==> config.mk <==
export PLATFORM = sky130hd
export DESIGN_NAME = uart_cmd_decoder
export DESIGN_NICKNAME = d
export VERILOG_FILES = /design/src/rtl/uart_cmd_decoder.sv
export SDC_FILE = /design/constraint.sdc
export NUM_CORES = 1
export LEC_CHECK = 0
export BUFFER_PORTS_ARGS = -buffer_cell sky130_fd_sc_hd__buf_2
export CAP_MARGIN = 20
export CORE_UTILIZATION = 55
export CTS_CLUSTER_DIAMETER = 40
export DETAILED_ROUTE_END_ITERATION = 8
export PLACE_DENSITY = 0.78
export RECOVER_POWER = 100
export SETUP_SLACK_MARGIN = 0.4
export SLEW_MARGIN = 20
export SYNTH_ARGS = -nofsm -noshare
export SYNTH_HDL_FRONTEND = slang
export SYNTH_SLANG_ARGS = --single-unit
==> constraint.sdc <==
create_clock -name clk -period 2.55 [get_ports clk]
set_input_delay 0.3825 -clock clk [delete_from_list [all_inputs] [get_ports clk]]
set_output_delay 0.3825 -clock clk [all_outputs]
set_load 0.1 [all_outputs]
==> src/rtl/uart_cmd_decoder.sv <==
// Decodes 5-byte SYNC/CMD/ADDR/DATA/CHK frames from the UART receive FIFO into
// register write/read strobes and pushes a 2-byte status response to the transmit FIFO.
module uart_cmd_decoder #(
    parameter logic [7:0]  SYNC_BYTE = 8'h55,
    parameter int unsigned TIMEOUT   = 12_000_000
) (
    input  logic       clk,
    input  logic       rst,
    input  logic [7:0] rx_data,
    input  logic       rx_empty,
    output logic       rx_nxt,
    output logic [7:0] tx_data,
    output logic       tx_wr,
    input  logic       tx_full,
    output logic [7:0] reg_addr,
    output logic [7:0] reg_wdata,
    output logic       reg_wr,
    output logic       reg_rd,
    input  logic [7:0] reg_rdata,
    output logic       busy,
    output logic [7:0] err_cnt
);

    typedef enum logic [3:0] {
        HUNT = 4'd0,
        CMD  = 4'd1,
        ADDR = 4'd2,
        DATA = 4'd3,
        CHK  = 4'd4,
        WR   = 4'd5,
        RD   = 4'd6,
        RDL  = 4'd7,
        ERR  = 4'd8,
        RSP0 = 4'd9,
        RSP1 = 4'd10
    } state_t;

    localparam logic [23:0] TMO_LAST = 24'(TIMEOUT - 1);

    state_t      state_r, state_s;
    logic        rx_nxt_r, rx_nxt_s;
    logic        vld_r;
    logic [23:0] tmo_cnt_r, tmo_cnt_s;
    logic [7:0]  cmd_r, cmd_s;
    logic [7:0]  code_r, code_s;
    logic [7:0]  rsp0_r, rsp0_s;
    logic [7:0]  rsp1_r, rsp1_s;
    logic [7:0]  reg_addr_r, reg_addr_s;
    logic [7:0]  reg_wdata_r, reg_wdata_s;
    logic        reg_wr_r, reg_wr_s;
    logic        reg_rd_r, reg_rd_s;
    logic        tx_wr_r, tx_wr_s;
    logic [7:0]  tx_data_r, tx_data_s;
    logic        busy_r, busy_s;
    logic [7:0]  err_cnt_r, err_cnt_s;
    logic        take_s;
    logic        frame_s;
    logic        tmo_s;

    function automatic logic [7:0] sat_inc(input logic [7:0] v);
        sat_inc = (v == 8'hFF) ? v : v + 8'h01;
    endfunction

    function automatic logic is_rx_state(input state_t s);
        is_rx_state = (s == HUNT) || (s == CMD) || (s == ADDR) || (s == DATA) || (s == CHK);
    endfunction

    // A byte is consumable in the cycle after its pop; timeout only counts inside a frame.
    always_comb begin
        take_s  = vld_r && is_rx_state(state_r);
        frame_s = (state_r == CMD) || (state_r == ADDR) || (state_r == DATA) || (state_r == CHK);
        tmo_s   = frame_s && !take_s && (tmo_cnt_r == TMO_LAST);
    end

    // Next-state and next-output logic for the frame decoder.
    always_comb begin
        state_s     = state_r;
        cmd_s       = cmd_r;
        code_s      = code_r;
        rsp0_s      = rsp0_r;
        rsp1_s      = rsp1_r;
        reg_addr_s  = reg_addr_r;
        reg_wdata_s = reg_wdata_r;
        tx_wr_s     = 1'b0;
        tx_data_s   = tx_data_r;
        err_cnt_s   = err_cnt_r;
        if (frame_s && !take_s) begin
            tmo_cnt_s = tmo_cnt_r + 24'd1;
        end else begin
            tmo_cnt_s = 24'd0;
        end
        case (state_r)
            HUNT: begin
                if (take_s && (rx_data == SYNC_BYTE)) begin
                    state_s = CMD;
                end else begin
                    state_s = HUNT;
                end
            end
            CMD: begin
                if (take_s) begin
                    cmd_s   = rx_data;
                    state_s = ADDR;
                end else if (tmo_s) begin
                    err_cnt_s = sat_inc(err_cnt_r);
                    state_s   = HUNT;
                end else begin
                    state_s = CMD;
                end
            end
            ADDR: begin
                if (take_s) begin
                    reg_addr_s = rx_data;
                    state_s    = DATA;
                end else if (tmo_s) begin
                    err_cnt_s = sat_inc(err_cnt_r);
                    state_s   = HUNT;
                end else begin
                    state_s = ADDR;
                end
            end
            DATA: begin
                if (take_s) begin
                    reg_wdata_s = rx_data;
                    state_s     = CHK;
                end else if (tmo_s) begin
                    err_cnt_s = sat_inc(err_cnt_r);
                    state_s   = HUNT;
                end else begin
                    state_s = DATA;
                end
            end
            CHK: begin
                if (take_s) begin
                    if (rx_data != (cmd_r ^ reg_addr_r ^ reg_wdata_r)) begin
                        code_s  = 8'h01;
                        state_s = ERR;
                    end else if (cmd_r == 8'h01) begin
                        state_s = WR;
                    end else if (cmd_r == 8'h02) begin
                        state_s = RD;
                    end else begin
                        code_s  = 8'h02;
                        state_s = ERR;
                    end
                end else if (tmo_s) begin
                    err_cnt_s = sat_inc(err_cnt_r);
                    state_s   = HUNT;
                end else begin
                    state_s = CHK;
                end
            end
            WR: begin
                rsp0_s  = 8'hAA;
                rsp1_s  = 8'h00;
                state_s = RSP0;
            end
            RD: begin
                state_s = RDL;
            end
            RDL: begin
                rsp0_s  = 8'hAA;
                rsp1_s  = reg_rdata;
                state_s = RSP0;
            end
            ERR: begin
                err_cnt_s = sat_inc(err_cnt_r);
                rsp0_s    = 8'hEE;
                rsp1_s    = code_r;
                state_s   = RSP0;
            end
            RSP0: begin
                if (!tx_full) begin
                    tx_wr_s   = 1'b1;
                    tx_data_s = rsp0_r;
                    state_s   = RSP1;
                end else begin
                    state_s = RSP0;
                end
            end
            RSP1: begin
                // Skip one cycle after the first push so tx_full reflects it.
                if (!tx_full && !tx_wr_r) begin
                    tx_wr_s   = 1'b1;
                    tx_data_s = rsp1_r;
                    state_s   = HUNT;
                end else begin
                    state_s = RSP1;
                end
            end
            default: begin
                state_s = HUNT;
            end
        endcase
        reg_wr_s = (state_s == WR);
        reg_rd_s = (state_s == RD);
        busy_s   = (state_s != HUNT);
        rx_nxt_s = is_rx_state(state_s) && !rx_empty && !rx_nxt_r && !vld_r;
    end

    // State and registered outputs.
    always_ff @(posedge clk or negedge rst) begin
        if (!rst) begin
            state_r     <= HUNT;
            rx_nxt_r    <= 1'b0;
            vld_r       <= 1'b0;
            tmo_cnt_r   <= 24'd0;
            cmd_r       <= 8'h00;
            code_r      <= 8'h00;
            rsp0_r      <= 8'h00;
            rsp1_r      <= 8'h00;
            reg_addr_r  <= 8'h00;
            reg_wdata_r <= 8'h00;
            reg_wr_r    <= 1'b0;
            reg_rd_r    <= 1'b0;
            tx_wr_r     <= 1'b0;
            tx_data_r   <= 8'h00;
            busy_r      <= 1'b0;
            err_cnt_r   <= 8'h00;
        end else begin
            state_r     <= state_s;
            rx_nxt_r    <= rx_nxt_s;
            vld_r       <= rx_nxt_r;
            tmo_cnt_r   <= tmo_cnt_s;
            cmd_r       <= cmd_s;
            code_r      <= code_s;
            rsp0_r      <= rsp0_s;
            rsp1_r      <= rsp1_s;
            reg_addr_r  <= reg_addr_s;
            reg_wdata_r <= reg_wdata_s;
            reg_wr_r    <= reg_wr_s;
            reg_rd_r    <= reg_rd_s;
            tx_wr_r     <= tx_wr_s;
            tx_data_r   <= tx_data_s;
            busy_r      <= busy_s;
            err_cnt_r   <= err_cnt_s;
        end
    end

    assign rx_nxt    = rx_nxt_r;
    assign tx_data   = tx_data_r;
    assign tx_wr     = tx_wr_r;
    assign reg_addr  = reg_addr_r;
    assign reg_wdata = reg_wdata_r;
    assign reg_wr    = reg_wr_r;
    assign reg_rd    = reg_rd_r;
    assign busy      = busy_r;
    assign err_cnt   = err_cnt_r;

endmodule

### Word level (Yosys, flattened, before mapping)

Cells that the tools add are included.

* register bits: 98
* input port bits: 20
* output and inout port bits: 37
* logic and storage cells: 120

* add/subtract/negate cells: 2
* equality and inequality tests: 28
* multiplexer cells: 31
* bitwise logic cells: 2
* reduce and logical (&&, ||, !) cells: 41

Operators by type and width (count)
* $mux 8: 8
* $pmux 8 s2: 3
* $pmux 4 s9: 1
* $eq 4x3->1 const B: 7
* $add 24x1->24 const B: 1
* $eq 24x24->1 const B: 1
* $mux 24: 1
* $pmux 8 s3: 1
* $mux 4: 5
* $eq 4x2->1 const B: 4
* $xor 8x8->8: 2
* $eq 4x4->1 const B: 3
* $logic_or 1x1->1: 11
* $mux 2: 5
* $ne 2x2->1 const B: 5
* $add 8x1->8 const B: 1
* $eq 4x1->1 const B: 2
* $eq 8x1->1 const B: 1
* $eq 8x2->1 const B: 1
* $eq 8x7->1 const B: 1
* $eq 8x8->1 const B: 1
* $logic_and 1x1->1: 8
* $logic_not 4->1: 2
* $ne 8x8->1: 1
* 14 further kinds: 28

### Longest topological paths before layout

Gate-level depths: netlist of run 1.

* depth in word-level cells: 20
* gate-level depth with buffers: 8
* depth with buffers taken out: 6

### Worst setup path before layout of run 1

Ideal clock, no wire load.

* kind: register to register
* start point: register reg_wdata_r[1], in the netlist reg_wdata[1]
* end point: register rx_nxt_r, in the netlist rx_nxt
* library setup time: 122 ps
* arrival time: 2171 ps
* required time: 2428 ps
* setup slack: 257 ps
* cell stages (with the launch flop): 7
* buffers on the path: 0
* period minus slack after synthesis: 2293 ps
* cells stage by stage: dfrtp_1 xnor2_1 xnor2_1 nand4_1 nor4_2 nor4_2 o2111a_1

* cells in the longest elaborated chain, start to end: 13
* elaborated cells between the ends (all ways): 17
* classes of those cells: eq/ne: 5; mux: 3; bitwise: 1; reduce/logical: 8

RTL lines
* start, declared: RTL line 49 `logic [7:0] reg_wdata_r, reg_wdata_s;`
* start signal, assigned: RTL line 230 `reg_wdata_r <= reg_wdata_s;`
* $xor 8x8->8 (*): RTL line 135 `if (rx_data != (cmd_r ^ reg_addr_r ^ reg_wdata_r)) begin`
* $ne 8x8->1 (*): RTL line 135
* $mux 4 (*): RTL line 135
* $mux 4 (*): RTL line 134 `if (take_s) begin`
* $pmux 4 s9 (*): RTL line 92 `case (state_r)`
* $eq 4x1->1 / $logic_not 4->1 (equally long branches): RTL line 65 `is_rx_state = (s == HUNT) || (s == CMD) || (s == ADDR) || (s == DATA) || (s == CHK);`
* $logic_or 1x1->1 (3 in series): RTL line 65
* $logic_or 1x1->1 (*): RTL line 65
* $logic_and 1x1->1 (*) (3 in series): RTL line 198 `rx_nxt_s = is_rx_state(state_s) && !rx_empty && !rx_nxt_r && !vld_r;`
* via rx_nxt_s: RTL line 41 `logic rx_nxt_r, rx_nxt_s;`
* end signal, assigned: RTL line 222 `rx_nxt_r <= rx_nxt_s;`
* end, declared: RTL line 41

Mark *: on every way through the listed nets, which the timed path passes. The rest lies on a longest branch.
A chain may end at the register's enable or synchronous reset.

### Worst setup path after layout of run 1

* start point: register state_r[0]
* end point: register rx_nxt_r, in the netlist rx_nxt

* cells in the longest elaborated chain, start to end: 20
* elaborated cells between the ends (all ways): 46
* classes of those cells: eq/ne: 14; mux: 10; reduce/logical: 22

RTL lines
* start, declared: RTL line 40 `state_t state_r, state_s;`
* start signal, assigned: RTL line 221 `state_r <= state_s;`
* $eq 4x1->1 / $logic_not 4->1 (equally long branches): RTL line 65, 71, 92
* $logic_or 1x1->1 (4 in series): RTL line 65
* $logic_and 1x1->1: RTL line 70 `take_s = vld_r && is_rx_state(state_r);`
* $logic_not 1->1: RTL line 72 `tmo_s = frame_s && !take_s && (tmo_cnt_r == TMO_LAST);`
* $logic_and 1x1->1 (2 in series): RTL line 72
* $mux 2, or another cell as far along: RTL line 126 `end else if (tmo_s) begin`
* $mux 3, or another cell as far along: RTL line 123 `if (take_s) begin`
* $pmux 4 s9 (*): RTL line 92
* $eq 4x1->1 / $logic_not 4->1 (equally long branches): RTL line 65
* $logic_or 1x1->1 (3 in series): RTL line 65
* $logic_or 1x1->1 (*): RTL line 65
* $logic_and 1x1->1 (*) (3 in series): RTL line 198
* via rx_nxt_s: RTL line 41

Marks and branches as above.

==> results.md, run 1 <==
- The count of antenna-violating nets left after detailed routing is 0.
- The total negative slack for setup checks is 0 ps.
- The clock latency of the later-clocked register in the worst-skew pair is 360 ps.
- sky130_fd_sc_hd__dfrtp_1 takes more of the synthesized area than any other cell.
- The via count of the first global-routing pass is 2,895.
- The total of flip-flops plus latches after synthesis is 86.
- Synthesis produced a netlist with a net count of 420.
- In this run the static leakage power is 2.022 nW.
- In this run the register-to-register setup slack is approximately 330 ps.
- Clock tree synthesis inserted a total of 9 buffers.
- The run finished with clean final reports.
- The average wire per standard cell is around 15 µm.
- Clock-pin slew was measured on the worst setup and hold paths at 80 ps.
- Including well taps, the total number of placed cells is 543.
- Setup repair after global routing left no endpoint under its margin.
- After layout, the worst path uses 87.21% of the clock period.
- The reported max-cap violation count is 0.
- Detailed placement finished with a half-perimeter wire length of 5801 µm.
- The total area inside the core boundary comes to 0.007331 mm².
- Counting every instance in the synthesized netlist gives 398.
- The first-pass iteration count of the detailed router is 4.
- The global routing met3 resource utilization is 4.753%.
- The part of the Yosys area used for sequential elements is 50.99%.
- The number of standard-cell rows in the floorplan is 31.
- For the pin with the worst max-slew slack, the measured transition is 1200 ps.
- Yosys attributes the largest share of cell area to sky130_fd_sc_hd__dfrtp_1 51%, sky130_fd_sc_hd__mux2_2 6.7%, sky130_fd_sc_hd__xnor2_1 6.2%, sky130_fd_sc_hd__nor2_1 4.2%, sky130_fd_sc_hd__xor2_1 3.9%.
- The remaining global-route overflow is 0.
- The area share of the largest cell type after synthesis is 50.99%.
- The area enclosed by the die boundary is between 0.008 and 0.009 mm².
- The number of placed I/O pins is 57.
- The maximum number of buffers from clock root to sink is 2.
- Counting the fill cells in the layout gives 583.
- The aggregate global-route resource usage is 22.22%.
- The average vias per placed instance is 5.571.
- The number of endpoints failing setup at the final stage is 0.
- The initial utilization of the core area, before any placement, comes to 57.57%.
- The max-slew violation count is 0.
- The die height is around 90 µm.
- The minimum clock period after layout is approximately 2200 ps.
- The worst setup path is of the register to register kind.
- Once routing completed, OpenROAD measured the worst setup slack at 326.2 ps.
- The number of distinct library cell variants in the gate-level netlist after synthesis is 51.
- For met1 alone, demand over resource in global routing was 30.90%.
- The final instance count without filler cells is around 560.
- The utilization of the core after routing is roughly 65%.
- For the worst setup path, the data required time is 2800 ps.
- 0 antenna diodes ended up in the layout.
- The detailed-route DRC error count is 0.
- The number of vias after detailed routing is 3,114.
- The dominant cell by count in the synthesized netlist is sky130_fd_sc_hd__dfrtp_1.
- Of all nets on the critical path, the largest fanout is 14.
- The clock arrives with 9.387 ps of skew.
- VDD sags by at most 1.037 mV.
- The launch instance of the worst register-to-register path is state_r[0].
- The most used routing layer is met2.
- The type of the tightest min-delay check is input port to async pin.
- The depth of the worst register-to-register path is 6.
- The area taken by flip-flops and latches is 0.002178 mm².
- The pre-CTS setup slack is 462.4 ps.
- The met2 track demand over resource in global routing is between 30% and 40%.
- The count of port buffers added during placement is 56.
- The kind of end point of the critical path is a register.
- Entering global routing, the biggest net connects 87 pins.
- The Yosys step of the flow raised 0 warnings.
- The power density of the placed cells is 1378 mW/mm².
- Counting every sink on the clock net gives 86.
- The footprint of the multi-input gates is 0.001954 mm².
- Summing every instance area after synthesis gives 0.004220 mm².
- The routed design has 8386 µm of wire.
- The H-tree generated during clock tree synthesis spans 3 levels.
- From left edge to right edge, the die measures 89.60 µm.
- The number of antenna violations at the first check in global routing came to 0.
- The CTS root buffer is sky130_fd_sc_hd__clkbuf_8.
- The post-layout net count is 477.
- The mean post-synth cell area is 10.60 µm².
- The final count of hold timing violations is 0.
- The total placed instance area is 0.004614 mm².
- After routing the design area is 0.004801 mm².
- The proportion of layout cells with a drive suffix above 1 is between 20% and 30%.
- STA classifies the critical path startpoint as a register.
- From synthesis to final layout, the design area changed by 13.76%.
- The capture point of the worst reg-to-reg path is rx_nxt.
- The post-synthesis async set-or-reset flop share is 100.0%.
- Data arrives at the worst endpoint at 2470 ps.
- The routability congestion estimate is around 0.9.
- In this run, the number of DRC markers left after iteration 0 of detailed routing was 293.
- The global-route wire length before repair is 13,410 µm.
- By count the netlist is led by 86 x sky130_fd_sc_hd__dfrtp_1, 47 x sky130_fd_sc_hd__nor2_1, 30 x sky130_fd_sc_hd__xnor2_1.
- TritonCTS built the clock tree.
- Based on the critical path, the design can be clocked at up to 449.7 MHz.
- The number of enable-type register cells in the synthesized netlist is 0.
- In the synthesized netlist the dominant register cell turns out to be sky130_fd_sc_hd__dfrtp_1.
- The worst max-slew margin expressed relative to the limit is 20.35%.
==> cell usage in the layout, fill, tap and decap left out, drive strengths merged, types with 15 or more instances in the layout <==
cell type,netlist,layout
a21oi,15,15
buf,7,21
clkbuf,7,51
dfrtp,86,86
mux2,25,25
nand2,29,29
nand3,19,19
nor2,48,48
o21ai,20,20
xnor2,30,30
xor2,20,20
==> final cells by class <==
class	count	share of cell area (%)
flip-flops and latches	86	45.37
multi-input cells	290	40.71
repair buffers	60	5.655
clock buffers	12	3.440
well taps	99	2.580
clock inverters	4	1.616
inverters	8	0.6255
==> worst max path at each step <==
stage / start / end / slack [ps] / depth (start not counted)
6_report: state_r[0] / rx_nxt / 330 / 6
5_1_grt: state_r[0] / rx_nxt / 220 / 6
4_1_cts: state_r[1] / rx_nxt / 450 / 6
3_5_place_dp: state_r[1] / rx_nxt / 460 / 6
3_3_place_gp: state_r[1] / rx_nxt / 510 / 6
2_1_floorplan: err_cnt[0] / err_cnt[6] / 470 / 5
==> per-layer routing <==
metal / up-vias / routed length [µm] / part of all wire (%)
met2: 90 / 3964 / 47
met1: 1510 / 3827 / 46
met3: 16 / 412 / 4.9
met4: 0 / 181 / 2.2
met5: - / 0 / 0
li1: 1498 / - / -
==> registers in the layout, indices dropped and copies added (netlist names), 2 cells and up <==
name       cells
tmo_cnt_r     24
cmd_r          8
err_cnt        8
reg_addr       8
reg_wdata      8
rsp1_r         8
tx_data        8
state_r        4
code_r         2
rsp0_r         2
==> critical path, cell delays in order (launching register included) <==
cell	delay (ps)
sky130_fd_sc_hd__dfrtp_1	530
sky130_fd_sc_hd__nor2_1	370
sky130_fd_sc_hd__nand3_2	200
sky130_fd_sc_hd__or2_4	310
sky130_fd_sc_hd__a2111oi_2	350
sky130_fd_sc_hd__a21oi_1	110
sky130_fd_sc_hd__o2111a_1	260
==> per-stage QoR <==
step                      power, mW  hold WS (ps)
after global routing          6.957         155.9
after global placement        5.518         423.7
after CTS                     6.722         66.46
final                         6.616         101.2
after floorplan               5.035         86.91
after detailed placement      5.595         416.1
==> cells by family after synthesis <==
kind of cell | synth area share, %
compound gates | 7.145
buf+inv | 2.579
simple gates | 21.46
xor+xnor | 10.55
flops | 50.99
fa+ha+maj | 0.5928
mux | 6.671
==> repair_timing <==
| item | CTS | global route |
|---|---|---|
| gates resized for setup | 0 | 7 |
| hold buffers | 0 | 0 |
| hold endpoints to repair | 0 | 0 |
| endpoints found under the setup margin | 0 | 8 |
| setup buffers | 0 | 0 |
==> power breakdown <==
part	internal (mW)	switching [mW]
Clock	0.636	0.484
Combinational	0.812	2.47
Sequential	1.80	0.417
Total	3.25	3.37
No activity file was read; power rests on OpenSTA's default activity.
==> run 2, diff against run 1 <==
CORE_ASPECT_RATIO = 1.1   (was unset)
==> run 2 against run 1 <==
Die area hardly changed. Highest routed layer unchanged. Setup slack worse by 31 ps. Sequential power hardly changed.
==> results.md, run 2 (synthesis results as in run 1) <==
- In this run the worst hold path is classified as input port to async pin.
- The max-slew violation count was 0.
- Once detailed placement completed, the half-perimeter wirelength came to 5752 µm.
- The maximum level of the CTS H-tree is 3.
- The capture point of the worst reg-to-reg path is rx_nxt.
- The cell leakage power is 2.001 nW.
- Max-cap violations in this run came to 0.
- Setup repair after global routing left no endpoint under its margin.
- Fill cells in the final layout number 631.
- The count of port buffers added during placement is 56.
- In this run the critical register-to-register path is launched from state_r[1].
- Setup slack on the worst reg-to-reg path comes out at between 200 and 300 ps.
- Leaving out fill and tap cells, the most frequent cells in the layout are 65 x sky130_fd_sc_hd__dfrtp_1, 47 x sky130_fd_sc_hd__nor2_1, 40 x sky130_fd_sc_hd__clkbuf_1.
- The count of antenna-violating nets left after detailed routing is 0.
- The utilization of the core after routing is a little under two thirds.
- The data arrival time of the worst path is 2500 ps.
- Leaving out fill and tap cells, the most frequent cell in the layout is sky130_fd_sc_hd__dfrtp_1.
- Clock-pin slew was measured on the worst setup and hold paths at approximately 90 ps.
- The post-layout net count is approximately 480.
- Adding up every negative setup slack in the final design gives 0 ps.
- Clock tree synthesis selected as its root buffer the cell sky130_fd_sc_hd__clkbuf_8.
- The number of vias after detailed routing is approximately 3,000.
- The number of hold buffers added after CTS is 0.
- The aggregate global-route resource usage is 22.45%.
- The detailed-route wire length is 8379 µm.
- The final worst-path cycle share is 88.42%.
- The register bank with the most flops is tmo_cnt_r.
- The die extent in x is 85.52 µm.
- The worst path needs roughly 2300 ps of the cycle, external delays included.
- Across the whole layout, storage elements account for about 0.0022 mm².
- The register with the most flip-flops in the layout has 24 of them.
- The floorplan step defined a die boundary enclosing 0.008028 mm².
- Counting cells, the worst reg-to-reg path comes to 6.
- The worst pin sits at a relative slew slack of 20.45%.
- The worst clock skew is between 15 and 20 ps.
- The run finished with clean final reports.
- The initial cell density of the core is 56.78%.
- The detailed router finished its first iteration with around 170 violations.
- The TritonCTS clock tree is built.
- The maximum number of buffers from clock root to sink is 2.
- The average wire per standard cell is 15.32 µm.
- The remaining global-route overflow is 0.
- The antenna cell count is 0.
- The number of placed I/O pins is 57.
- The final total power is 6.477 mW.
- The number of antenna violations at the first check in global routing is 0.
- The proportion of layout cells with a drive suffix above 1 is between 20% and 30%.
- At the placement stage, the worst setup path has a slack of 447.6 ps.
- The multi-input combinational cells in the finished layout cover a total of between 0.0015 and 0.002 mm².
- The clock latency of the later-clocked register in the worst-skew pair is about 360 ps.
- The final count of hold timing violations was 0.
- The maximum number of pins on one net before global-route repair is 45.
- The first global-routing pass estimated 13,740 µm of wire.
- The worst path setup slack after routing is 295.3 ps.
- After detailed routing, the number of vias per cell comes to 5.594.
- The largest fanout on the critical path is 14.
- The clock buffer count from CTS is 9.
- The die height is 93.87 µm.
- The setup path with the least slack is of type register to register.
- The area of the core is 0.007432 mm².
- The maximum vdd ir drop is 1.073 mV.
- The via count of the first global-routing pass is 2,868.
- Derived from the worst setup path, the maximum achievable clock frequency is roughly 440 MHz.
- The power density of the placed cells is 1370 mW/mm².
- Counting every sink on the clock net gives 86.
- Data on the critical path is required at its endpoint by 2790 ps.
- For the pin with the worst max-slew slack, the measured transition is 1198 ps.
- The first detailed-routing pass ran for 4 iterations.
- STA classifies the critical path startpoint as a register.
- The number of endpoints failing setup at the final stage is 0.
- Compared with the post-synthesis result, the final layout area differs by 12.04%.
- The number of standard-cell rows in the floorplan is 33.
- Routability-driven placement finished with a final weighted congestion of 0.8070.
- The worst setup path is captured at a register.
- The detailed-route DRC error count is 0.
==> run 2: critical path, stage by stage, from the launching register on <==
cell	delay [ps]
sky130_fd_sc_hd__dfrtp_1	600
sky130_fd_sc_hd__nor2_8	220
sky130_fd_sc_hd__nand3_2	140
sky130_fd_sc_hd__or2_4	320
sky130_fd_sc_hd__nor4_1	420
sky130_fd_sc_hd__nor4_1	160
sky130_fd_sc_hd__o2111a_1	270
==> run 2: worst max-delay path by stage <==
stage	from	cells past startpoint	slack [ps]	endpoint
final	state_r[1]	6	300	rx_nxt
after global routing	rst	2	220	reg_addr[1]
after detailed placement	state_r[1]	6	450	rx_nxt
after CTS	state_r[1]	6	410	rx_nxt
after floorplan	err_cnt[0]	5	470	err_cnt[6]
after global placement	state_r[1]	6	500	rx_nxt
==> run 2: repair_timing <==
item                                    4_1_cts  5_1_grt
gates resized for setup                       0        9
buffers inserted                              0        1
endpoints found under the setup margin        0        8
==> run 2: where the power goes <==
group | switching [mW] | internal (mW) | total, mW
clock network | 0.471 | 0.449 | 0.919
logic | 2.49 | 0.825 | 3.32
registers | 0.437 | 1.80 | 2.24
==> run 2: stage by stage <==
stage / instances / cell area, µm² / hold slack [ps]
6_report: 547 / 4728 / 222.3
3_5_place_dp: 530 / 4592 / 388.1
2_1_floorplan: 398 / 4244 / 86.91
5_1_grt: 547 / 4728 / 293.1
3_3_place_gp: 530 / 4592 / 390.9
4_1_cts: 546 / 4776 / 29.21
==> run 2: final cells by class <==
class	instances	share of cell area, %
clock inverters	5	1.111
inverters	8	0.6351
well taps	87	2.302
clock buffers	11	2.779
repair buffers	60	5.451
multi-input cells	290	41.65
flip-flops and latches	86	46.07
==> run 2: per-layer routing <==
metal	track usage, %	share of wire, %	routed length [µm]
met5	0	0	0
met4	10.00	1.8	148
met3	5.185	4.8	400
met2	33.73	47	3899
met1	31.16	47	3930
==> run 3, diff against run 2 <==
CELL_PAD_IN_SITES_DETAIL_PLACEMENT = 1   (was unset)
CELL_PAD_IN_SITES_GLOBAL_PLACEMENT = 2   (was unset)
CORE_UTILIZATION = 37   (was 55)
PLACE_DENSITY = 0.8   (was 0.78)
RECOVER_POWER = unset   (was 100)
SLEW_MARGIN = unset   (was 20)
==> run 3 against run 2 <==
Core utilization is 18 points lower. Flip-flop and latch count stayed put. First-iteration DRC count decreased by 55%. Sequential power is essentially flat. Largest cell class unchanged. Largest power group unchanged. Highest routed layer unchanged.
==> results.md, run 3 (synthesis results as in run 1) <==
- In the routed design, unresolved DRC markers number 0.
- The count of clock tree sinks is 86.
- Measured along the y axis, the die boundary spans 114.0 µm.
- For this run, global-route usage on met1 was measured as 22.67%.
- The max-slew violation count is 0.
- The total placed instance area is 0.004682 mm².
- The total half-perimeter wirelength after legalization and detailed placement is 7069 µm.
- The register bank with the most flops is tmo_cnt_r.
- Data on the critical path arrives at its endpoint at between 2000 and 2500 ps.
- The actual transition at the worst max-transition pin is 590.4 ps.
- The final layout contains 479 nets.
- The type of the tightest min-delay check is input port to async pin.
- In the finished design, the share of the clock period the worst path needs comes to 80.93%.
- The clock latency of the later-clocked register in the worst-skew pair is between 300 and 400 ps.
- For this run, global-route usage on met2 was measured as between 20% and 30%.
- The TritonCTS clock tree is built.
- The footprint of the multi-input gates is 0.002004 mm².
- The global-route wire length before repair is around 16,000 µm.
- Headroom to the max-slew limit came out at 60.64%.
- The number of antenna violations at the first check in global routing is 0.
- For this design, the CTS-stage hold fixing added 0 buffers.
- The first detailed-routing pass ran for 5 iterations.
- The category of the most critical setup path is register to register.
- The combinational share of power is between 50% and 60%.
- The via count of the first global-routing pass was 3,207.
- The area enclosed by the die boundary is 0.01184 mm².
- Timing would allow up to 484.5 MHz.
- In this run the horizontal extent of the chip is a little over 100 µm.
- Buffers placed on the I/O ports in this run total 56.
- The completed layout was analyzed and its total power is 6.936 mW.
- The maximum level of the CTS H-tree is 3.
- The maximum number of pins on one net before global-route repair is 45.
- After floorplanning, the core was divided into 40 placement rows.
- The number of antenna diodes in the final layout is 0.
- Across all layers, the routed design uses 3,105 vias.
- After routing the design area is 0.005019 mm².
- At the end of routability-driven placement, the weighted congestion stood at approximately 0.76.
- The filler cell count in the final layout is 1,267.
- Setup violations remaining at the end of the flow were counted as 0.
- The routed design could run at a clock period as short as just over 2000 ps.
- The routed design has 9879 µm of wire.
- The library cells used most frequently in the layout, excluding fill and tap cells, are 63 x sky130_fd_sc_hd__dfrtp_1, 55 x sky130_fd_sc_hd__buf_2, 47 x sky130_fd_sc_hd__nor2_1.
- Setup repair after global routing could not meet its margin everywhere.
- The internal power contribution is approximately 3.4 mW.
- In the final routed layout, each cell accounts on average for 16.22 µm.
- For this run, the total global-route usage over all layers was measured as 17.63%.
- The tool flagged a number of max-cap violations equal to 0.
- The total negative slack for setup checks is 0 ps.
- The area of the core is 0.01101 mm².
- The worst-case IR drop observed on VDD is 0.9645 mV.
- Compared with the post-synthesis result, the final layout area differs by 18.91%.
- The power dissipated by switching net loads is 3.496 mW.
- The first-iteration detailed-routing DRC count is 78.
- The clock buffer count from CTS is 9.
- The part of the total power dissipated in the clock network is 17.7%.
- The worst setup path is launched from a register.
- The minimum hold slack is 51.32 ps.
- After clock tree synthesis, the clock-pin slew on the worst setup and hold paths is 60 ps.
- The kind of end point of the critical path is a register.
- Net switching is 50.41% of the power.
- The worst clock skew is around 4.8 ps.
- The area taken by flip-flops and latches is about 0.0022 mm².
- The data required time of the worst path is 2780 ps.
- The count of nets left with antenna violations once routing finished came out at 0.
- In the routed layout, each cell is associated on average with a via count of 5.099.
- For this configuration, the core starts out at a cell density of a little under two fifths.
- Along the worst path, the maximum fanout reaches 11.
- The flow ran to the end, and the final reports show no timing, DRC or antenna violations.
- Sequential cells burn 32.2% of the power.
- The final count of hold timing violations is 0.
- The number of flip-flops in the largest register is 24.
- Cells with a size suffix above 1 make up between 30% and 40% of the layout.
- Global routing used 3.829% of the available met3 tracks.
- The library cell used most frequently in the layout, excluding fill and tap cells, is sky130_fd_sc_hd__dfrtp_1.
- The power density of the placed cells is between 1000 and 1500 mW/mm².
- The most used routing layer is met2.
- The number of placed I/O pins is 57.
- In this run the static leakage power is ~2.2 nW.
- The maximum number of buffers from clock root to sink is 2.
- Global routing finished with a remaining overflow of 0.
- The CTS root buffer is sky130_fd_sc_hd__clkbuf_16.
-- run 3: routing by layer --
| layer | wire length, µm | vias to the layer above |
|---|---|---|
| met5 | 0 | - |
| met4 | 141 | 0 |
| met2 | 4913 | 46 |
| met3 | 309 | 9 |
| li1 | - | 1501 |
| met1 | 4514 | 1549 |
-- run 3: final timing paths --
kind	start	end	slack, ps	depth (start not counted)
worst min register to register	rx_nxt	vld_r	440	0
worst max-delay path	state_r[3]	rx_nxt	490	6
worst max register to register	state_r[3]	rx_nxt	490	6
min in group clk	reg_rdata[1]	rsp1_r[1]	310	3
max in group asynchronous	rst	state_r[1]	1840	2
worst min-delay path	rst	err_cnt[3]	50	1
-- run 3: layout make-up --
class                   instances  share of cell area, %
clock buffers                  12                  5.111
clock inverters                 4                 0.4488
inverters                       8                 0.5984
multi-input cells             290                  39.94
flip-flops and latches         86                  43.46
well taps                     147                  3.665
repair buffers                 62                  6.781
-- run 3: power groups by stage --
stage | clock, mW | sequential (mW) | combinational (mW)
final | 1.23 | 2.23 | 3.48
after CTS | 1.26 | 2.24 | 3.45
after floorplan | 0 | 3.68 | 1.36
after detailed placement | 0 | 2.26 | 3.44
after global routing | 1.32 | 2.29 | 3.71
after global placement | 0 | 2.23 | 3.38
-- run 3: critical path, cell delays in order, from the launching register on --
cell                        delay (ps)
sky130_fd_sc_hd__dfrtp_2           470
sky130_fd_sc_hd__and2b_4           300
sky130_fd_sc_hd__nand3_2           130
sky130_fd_sc_hd__or2_4             330
sky130_fd_sc_hd__a2111oi_4         340
sky130_fd_sc_hd__a21oi_1           120
sky130_fd_sc_hd__o2111a_1          260
-- run 3: per-stage QoR --
stage | instances | setup slack [ps] | utilization [%]
floorplan | 398 | 472.4 | -
global placement | 592 | 475.7 | 42.52
detailed placement | 592 | 387.5 | 42.52
CTS | 608 | 422.5 | 45.08
global route | 609 | 396.6 | 45.58
finish | 609 | 486.2 | 45.58
-- run 3: what timing repair did --
action | CTS | global route
buffers inserted | 0 | 1
endpoints found under the setup margin | 1 | 5
resized for setup | 2 | 7
pin swaps | 0 | 2
